### src/rtl/lsu_pkg.sv
// Shared constants and types for the memory/writeback load-store unit.
package lsu_pkg;

  localparam logic [6:0] OPC_LOAD  = 7'b0000011;
  localparam logic [6:0] OPC_STORE = 7'b0100011;

  localparam logic [2:0] F3_B  = 3'b000;
  localparam logic [2:0] F3_H  = 3'b001;
  localparam logic [2:0] F3_W  = 3'b010;
  localparam logic [2:0] F3_BU = 3'b100;
  localparam logic [2:0] F3_HU = 3'b101;

  typedef enum logic [1:0] {
    WB_ALU  = 2'b00,
    WB_LOAD = 2'b01,
    WB_PC4  = 2'b10,
    WB_CSR  = 2'b11
  } wb_sel_e;

  typedef enum logic [1:0] {
    IDLE = 2'b00,
    REQ  = 2'b01,
    WAIT = 2'b10
  } lsu_state_e;

endpackage

### src/rtl/lsu_load_align.sv
// Load data alignment: picks the byte/halfword lane and sign- or zero-extends it.
module lsu_load_align
  import lsu_pkg::*;
(
  input  logic [31:0] rdata_i,
  input  logic [1:0]  offset_i,
  input  logic [2:0]  funct3_i,
  output logic [31:0] data_o
);

  logic [7:0]  byte_c;
  logic [15:0] half_c;

  always_comb begin
    byte_c = rdata_i[8*offset_i +: 8];
    half_c = offset_i[1] ? rdata_i[31:16] : rdata_i[15:0];
    case (funct3_i)
      F3_B:    data_o = {{24{byte_c[7]}}, byte_c};
      F3_H:    data_o = {{16{half_c[15]}}, half_c};
      F3_BU:   data_o = {24'h000000, byte_c};
      F3_HU:   data_o = {16'h0000, half_c};
      default: data_o = rdata_i;
    endcase
  end

endmodule

### src/rtl/mw_load_store_unit.sv
// Memory/writeback stage: data-memory handshake, store/load alignment, writeback mux.
// Optional feature: define MISALIGN_TRAP_EN to suppress and flag misaligned accesses.
module mw_load_store_unit
  import lsu_pkg::*;
#(
  parameter int unsigned DW = 32,
  parameter int unsigned AW = 32
) (
  input  logic          clk,
  input  logic          rst,
  input  logic [6:0]    opcode_mw,
  input  logic [2:0]    funct3_mw,
  input  logic [1:0]    wb_sel_mw,
  input  logic          reg_wr_mw,
  input  logic [DW-1:0] alu_res_mw,
  input  logic [DW-1:0] store_data_mw,
  input  logic [AW-1:0] pc_mw,
  input  logic [DW-1:0] csr_rdata,
  output logic          dmem_req,
  output logic          dmem_we,
  output logic [AW-1:0] dmem_addr,
  output logic [3:0]    dmem_be,
  output logic [DW-1:0] dmem_wdata,
  input  logic          dmem_gnt,
  input  logic          dmem_rvalid,
  input  logic [DW-1:0] dmem_rdata,
  output logic          stall_mw,
  output logic          wb_en,
  output logic [DW-1:0] wb_data,
  output logic          misaligned
);

  lsu_state_e state_q, state_d;

  logic          is_load_c, is_store_c, mem_op_c, mis_c, issue_c;
  logic          req_c, stall_c;
  logic [1:0]    off_c;
  logic [DW-1:0] load_data_c;

  assign is_load_c  = (opcode_mw == OPC_LOAD);
  assign is_store_c = (opcode_mw == OPC_STORE);
  assign mem_op_c   = is_load_c | is_store_c;
  assign off_c      = alu_res_mw[1:0];
  assign issue_c    = mem_op_c & ~mis_c;

`ifdef MISALIGN_TRAP_EN
  // Byte accesses never trap; halfwords need a[0]=0; everything else is a word access.
  always_comb begin
    mis_c = 1'b0;
    if (mem_op_c) begin
      case (funct3_mw)
        F3_B, F3_BU: mis_c = 1'b0;
        F3_H:        mis_c = off_c[0];
        F3_HU:       mis_c = is_load_c ? off_c[0] : (|off_c);
        default:     mis_c = |off_c;
      endcase
    end
  end
`else
  assign mis_c = 1'b0;
`endif

  always_ff @(posedge clk) begin
    if (rst) state_q <= IDLE;
    else     state_q <= state_d;
  end

  // Handshake: request held through REQ until grant; loads then wait for rvalid.
  always_comb begin
    state_d = state_q;
    req_c   = 1'b0;
    case (state_q)
      IDLE: begin
        if (issue_c) begin
          req_c = 1'b1;
          if (dmem_gnt) state_d = is_store_c ? IDLE : WAIT;
          else          state_d = REQ;
        end
      end
      REQ: begin
        if (issue_c) begin
          req_c = 1'b1;
          if (dmem_gnt) state_d = is_store_c ? IDLE : WAIT;
        end else begin
          state_d = IDLE;
        end
      end
      WAIT: begin
        if (dmem_rvalid) state_d = IDLE;
      end
      default: state_d = IDLE;
    endcase
    stall_c = issue_c
            & ~(is_store_c & dmem_gnt & (state_q != WAIT))
            & ~((state_q == WAIT) & dmem_rvalid);
    if (rst) begin
      req_c   = 1'b0;
      stall_c = 1'b0;
    end
  end

  assign dmem_req   = req_c;
  assign stall_mw   = stall_c;
  assign misaligned = mis_c & ~rst;
  assign wb_en      = reg_wr_mw & ~stall_c & ~mis_c & ~rst;
  assign dmem_we    = is_store_c;
  assign dmem_addr  = {alu_res_mw[AW-1:2], 2'b00};

  // Store lane enables and replicated write data; loads read the full word.
  always_comb begin
    dmem_be    = 4'b1111;
    dmem_wdata = store_data_mw;
    if (is_store_c) begin
      case (funct3_mw)
        F3_B: begin
          dmem_be    = 4'b0001 << off_c;
          dmem_wdata = {4{store_data_mw[7:0]}};
        end
        F3_H: begin
          dmem_be    = 4'b0011 << {off_c[1], 1'b0};
          dmem_wdata = {2{store_data_mw[15:0]}};
        end
        default: ;
      endcase
    end
  end

  lsu_load_align u_load_align (
    .rdata_i  (dmem_rdata),
    .offset_i (off_c),
    .funct3_i (funct3_mw),
    .data_o   (load_data_c)
  );

  always_comb begin
    case (wb_sel_e'(wb_sel_mw))
      WB_ALU:  wb_data = alu_res_mw;
      WB_LOAD: wb_data = load_data_c;
      WB_PC4:  wb_data = DW'(pc_mw + AW'(4));
      WB_CSR:  wb_data = csr_rdata;
      default: wb_data = alu_res_mw;
    endcase
  end

endmodule

### config.mk
export PLATFORM = sky130hd
export DESIGN_NAME = mw_load_store_unit
export DESIGN_NICKNAME = d
export VERILOG_FILES = /design/src/rtl/lsu_pkg.sv /design/src/rtl/lsu_load_align.sv /design/src/rtl/mw_load_store_unit.sv
export SDC_FILE = /design/constraint.sdc
export NUM_CORES = 1
export LEC_CHECK = 0
export CAP_MARGIN = 5
export CELL_PAD_IN_SITES_DETAIL_PLACEMENT = 1
export CELL_PAD_IN_SITES_GLOBAL_PLACEMENT = 2
export CORE_ASPECT_RATIO = 0.6
export CORE_UTILIZATION = 12
export CTS_BUF_LIST = sky130_fd_sc_hd__clkbuf_8
export DETAILED_ROUTE_END_ITERATION = 10
export GPL_TIMING_DRIVEN = 0
export PLACE_DENSITY = 0.79
export SYNTH_ARGS = -nofsm -noshare
export SYNTH_HDL_FRONTEND = slang
export SYNTH_SLANG_ARGS = --single-unit
### constraint.sdc
create_clock -name clk -period 1.53 [get_ports clk]
set_input_delay 0.153 -clock clk [delete_from_list [all_inputs] [get_ports clk]]
set_output_delay 0.153 -clock clk [all_outputs]
set_load 0.01 [all_outputs]
# Word level (Yosys, flattened, before mapping)
# Index checks and enable logic that the tools add are counted.
# op_classes
n_div	0
mul	0
n_bitwise	12
n_lt_le_gt_ge	0
n_mux	18
shift	3
reduce_logical	5
n_eq_ne	14
add_sub_neg	1
# ops
operator	n
32-bit one-hot mux with 4 select lines	2
32-bit one-hot mux with 2 select lines	1
32-bit by 3-bit adder with 32-bit output (second input constant)	1
32-bit two-way mux	1
32-bit by 6-bit indexed part select with 8-bit output	1
16-bit two-way mux	1
2-bit two-way mux	6
4-bit one-hot mux with 2 select lines	1
1-bit bitwise AND	7
7-bit by 2-bit == test with 1-bit output (second input constant)	1
7-bit by 6-bit == test with 1-bit output (second input constant)	1
2-bit == test (second input constant)	3
3-bit == test (second input constant)	2
2-bit != test (second input constant)	3
2-bit one-hot mux with 3 select lines	1
2-bit by 1-bit == test with 1-bit output (second input constant)	2
2-bit logical NOT	2
1-bit two-way mux	4
4-bit two-way mux	1
1-bit NOT	4
1-bit by 2-bit left shift with 4-bit output (first input constant)	1
2-bit by 2-bit left shift with 4-bit output (first input constant)	1
3-bit by 1-bit == test with 1-bit output (second input constant)	1
3-bit logical NOT	1
4 further kinds	4
# word_totals
elab_cells	54
mem_count	0
latchBits	0
in_bits	177
mem_bits_rw	0
rom_bits	0
out_inout_bits	105
reg_bits	2

# Logic depth before layout (Yosys ltp)
# depth
ltp_word	10
mapped_depth	7
ltp_nobuf	6

# Cells and area by module
# Synthesis repeated with hierarchy kept, for this count alone.
# unflattened
hier_cells	370
area_unflattened_um2	2969.1
# by_module_without_submodules
mod	cells_each	seq_area_each_um2	instances	area_each_um2
mw_load_store_unit	252	40.0	1	2208.4
lsu_load_align	118	0.0	1	760.7

# Worst setup path before layout
# Ideal clock, no wire load.
# synth_path
kind	input to output
from	input alu_res_mw[1]
to	output wb_data[24]
cell_stages	6
n_path_buf	1
path_slack_ns	-0.143
required_time_ns	1.377
t_arrival_ns	1.520
path_cell_list	buf_2 or2_2 o22ai_2 or4_1 a32o_1 a211o_1
# synth_between
elab_chain_cells	3
word_cells_on_any_way	4
classes_between	1 x shift; 3 x mux
# synth_lines
element	line_no	source
start, declared	mw_load_store_unit.sv:15	input logic [DW-1:0] alu_res_mw,
32-bit by 6-bit indexed part select with 8-bit output / 16-bit two-way mux (equally long branches)	lsu_load_align.sv:15, lsu_load_align.sv:16	
32-bit one-hot mux with 4 select lines (*)	lsu_load_align.sv:17	case (funct3_i)
32-bit one-hot mux with 4 select lines (*)	mw_load_store_unit.sv:136	case (wb_sel_e'(wb_sel_mw))
end, declared	mw_load_store_unit.sv:29	output logic [DW-1:0] wb_data,
# Every way passes the cells marked *; elsewhere a longest branch is shown, timed or not.

# Worst setup path after layout
# layout_path
from	input alu_res_mw[0]
to	output wb_data[16]
# layout_between
elab_chain_cells	3
# layout_lines
element	line_no	source
32-bit by 6-bit indexed part select with 8-bit output	lsu_load_align.sv:15	byte_c = rdata_i[8*offset_i +: 8];
32-bit one-hot mux with 4 select lines	lsu_load_align.sv:17	
32-bit one-hot mux with 4 select lines	mw_load_store_unit.sv:136	
# Every way passes these cells.

==> impl_metrics.json <==
{
  "status": "complete, but fails checks",
  "violations": "setup timing",
  "insertion_delay_ps": 210,
  "period_share": 1.34,
  "grt-busiest-layer": "met2",
  "wl_um": 23700,
  "htreeDepth": 1,
  "critPathArrivalTime_ps": 1900,
  "ant_nets": 0,
  "tritoncts": "built",
  "globalplace.congestion": 0.906,
  "postSynthAreaPerCell_um2": 6.79,
  "whs_endpoint": "state_q[0]$_SDFFE_PP0P_",
  "area_growth_pct": 178,
  "finalHoldViolCount": 0,
  "dieArea_mm2": 0.0241,
  "clock.fmax_mhz": 487,
  "utilization": 0.348,
  "io_pins": 282,
  "antenna_found_initial": 1,
  "synth-edff-count": 0,
  "placed_area_mm2": 0.00606,
  "grt_max_degree": 11,
  "synthTopCellsByArea": "buf_4 (11%), mux2_2 (9.6%), o21ai_0 (7.1%)",
  "fill_cells": 2626,
  "port_buffers": 277,
  "start_util": 0.125,
  "clkSlewWorstSetupHoldPaths_ps": 30,
  "dieWidth_um": 200,
  "worstReg2RegEnd": "state_q[1]$_SDFFE_PP0P_",
  "synth_top_area_share": 0.109,
  "synth_top_cell_by_area": "buf_4",
  "drt-vias-per-instance": 4.48,
  "path_class": "in -> out",
  "rsz0062_at_grt": "true",
  "grt_use_total": 0.187,
  "fin_ws_ps": -522,
  "first_iter_violations": 245,
  "power.density_mw_per_mm2": 313,
  "core-area_mm2": 0.0225,
  "synth_top_cells_by_count": "buf_4 (41), o21ai_0 (40), nand2_1 (37)",
  "drive_above_1_share": 0.513,
  "fin_setup_tns_ps": -15390,
  "route.detailed.drc": 0,
  "routed-via-count": 4860,
  "top_register": "state_q",
  "holdCritStartpoint": "opcode_mw[6]",
  "tightest_slew_ps": 660,
  "num-nets-final": 956,
  "crit_path_end_kind": "output pin",
  "ys_seq_elements": 2,
  "critPathMaxFanout": 3,
  "synth_area_mm2": 0.00281,
  "r2r_slack_ps": 740,
  "hpwl_um": 18200,
  "netlist_instances": 414,
  "holdPathStages": 5,
  "drv_slew": 0,
  "p_leak_nw": 3.25,
  "clockRootBuffer": "clkbuf_8",
  "holdWs_ps": 466,
  "final_cell_area_mm2": 0.00783,
  "cp-start-kind": "primary input",
  "ys.flop_type": "dfxtp_1",
  "fin_crit_ps": 2050,
  "relSlewSlack": 0.560,
  "die_h_um": 121,
  "ys_seq_area_frac": 0.0142,
  "numCtsBuffers": 3,
  "firstDrtPassIters": 4,
  "grt_pass1_wl_um": 33500,
  "largest_reg_flops": 2,
  "setup_viol": 60,
  "seq_area_um2": 41.3,
  "ctsHoldBuffers": 0,
  "finClkSkew_ps": 2.96,
  "grt_overflow": 0,
  "cap_violations": 0,
  "r2r_start": "state_q[1]$_SDFFE_PP0P_",
  "hp-class": "in -> reg",
  "vdd_drop_max_v": 0.000177,
  "met2_usage": 0.299,
  "cts_max_path_buffers": 2,
  "drt-wirelength-per-cell_um": 21.8,
  "multiInputGateArea_mm2": 0.00324,
  "grt_util_met1": 0.278,
  "ys_types": 58,
  "required_ps": 1380,
  "yosysMostFrequentCell": "buf_4",
  "first_global_vias": 5137,
  "grtUsageMet3": 0.0212,
  "ff2ff_path_depth": 4,
  "cts_sinks": 2,
  "top_regs": "state_q x2",
  "setup.worst_path.start": "alu_res_mw[0]",
  "async_flop_share": 0,
  "row_count": 42,
  "ys_warn_count": 0
}
==> worst max-delay path by stage <==
stage | endpoint | slack (ps) | depth (start not counted)
2_1_floorplan | wb_data[24] | -90 | 5
3_3_place_gp | wb_data[8] | -2090 | 7
6_report | wb_data[16] | -520 | 7
3_5_place_dp | wb_data[8] | -2100 | 7
4_1_cts | wb_data[16] | -520 | 7
5_1_grt | wb_data[16] | -530 | 7
==> stage by stage <==
step	std cells	setup slack, ps	power (mW)
finish	1085	-522	2.45
global route	1084	-534	2.57
CTS	1066	-516	2.32
detailed placement	1001	-2100	1.81
global placement	1001	-2090	1.81
floorplan	416	-85.9	0.695
==> final cells by class <==
| cell class | count | area share |
|---|---|---|
| Antenna cell | 1 | 0.000320 |
| Buffer | 65 | 0.0841 |
| Clock buffer | 3 | 0.00528 |
| Inverter | 10 | 0.00528 |
| Multi-Input combinational cell | 338 | 0.414 |
| Sequential cell | 2 | 0.00528 |
| Tap cell | 308 | 0.0492 |
| Timing Repair Buffer | 358 | 0.436 |
==> critical path, stage by stage <==
cell	delay, ps
buf_12	90
mux2i_4	250
o22ai_4	100
o31a_4	350
a222oi_1	580
o31ai_2	190
buf_2	190
==> layer usage <==
metal / vias to the layer above / part of all wire
met4: 0 / 0.0092
li1: 2250 / -
met1: 2424 / 0.48
met2: 168 / 0.45
met5: - / 0
met3: 18 / 0.055
==> cell usage in the layout (no fill, tap or decap), types with 8 or more instances in the layout <==
master	n
nand4_1	10
nor2_1	10
nand2_4	10
o211ai_1	10
clkdlybuf4s50_1	152
mux2i_1	10
mux2_2	9
inv_1	8
xor2_1	11
buf_4	101
o21ai_0	13
nand2_1	18
dlygate4sd2_1	23
buf_8	14
a22oi_1	12
clkbuf_8	10
o21ai_2	19
a21oi_1	11
mux2_4	15
buf_2	37
buf_6	54
==> logic make-up after synthesis <==
| family | synth area share |
|---|---|
| adders and majority gates | 0.00445 |
| AOI/OAI and AO/OA | 0.319 |
| muxes | 0.171 |
| other | 0.00133 |
| buffers and inverters | 0.157 |
| DFF | 0.0142 |
| and+or+nand+nor | 0.262 |
| xor gates and xnor gates | 0.0716 |
==> repair_timing <==
action	4_1_cts	5_1_grt
gates resized for setup	686	90
gates cloned	5	0
buffers inserted	58	23
endpoints found under the setup margin	66	67
pin swaps	72	34
==> power breakdown <==
group          switching [mW]  internal [mW]
logic                   0.985           1.20
clock network          0.0447          0.167
registers            0.000101         0.0528
total                    1.03           1.42
Note: power is estimated with default switching activity, not from simulation.
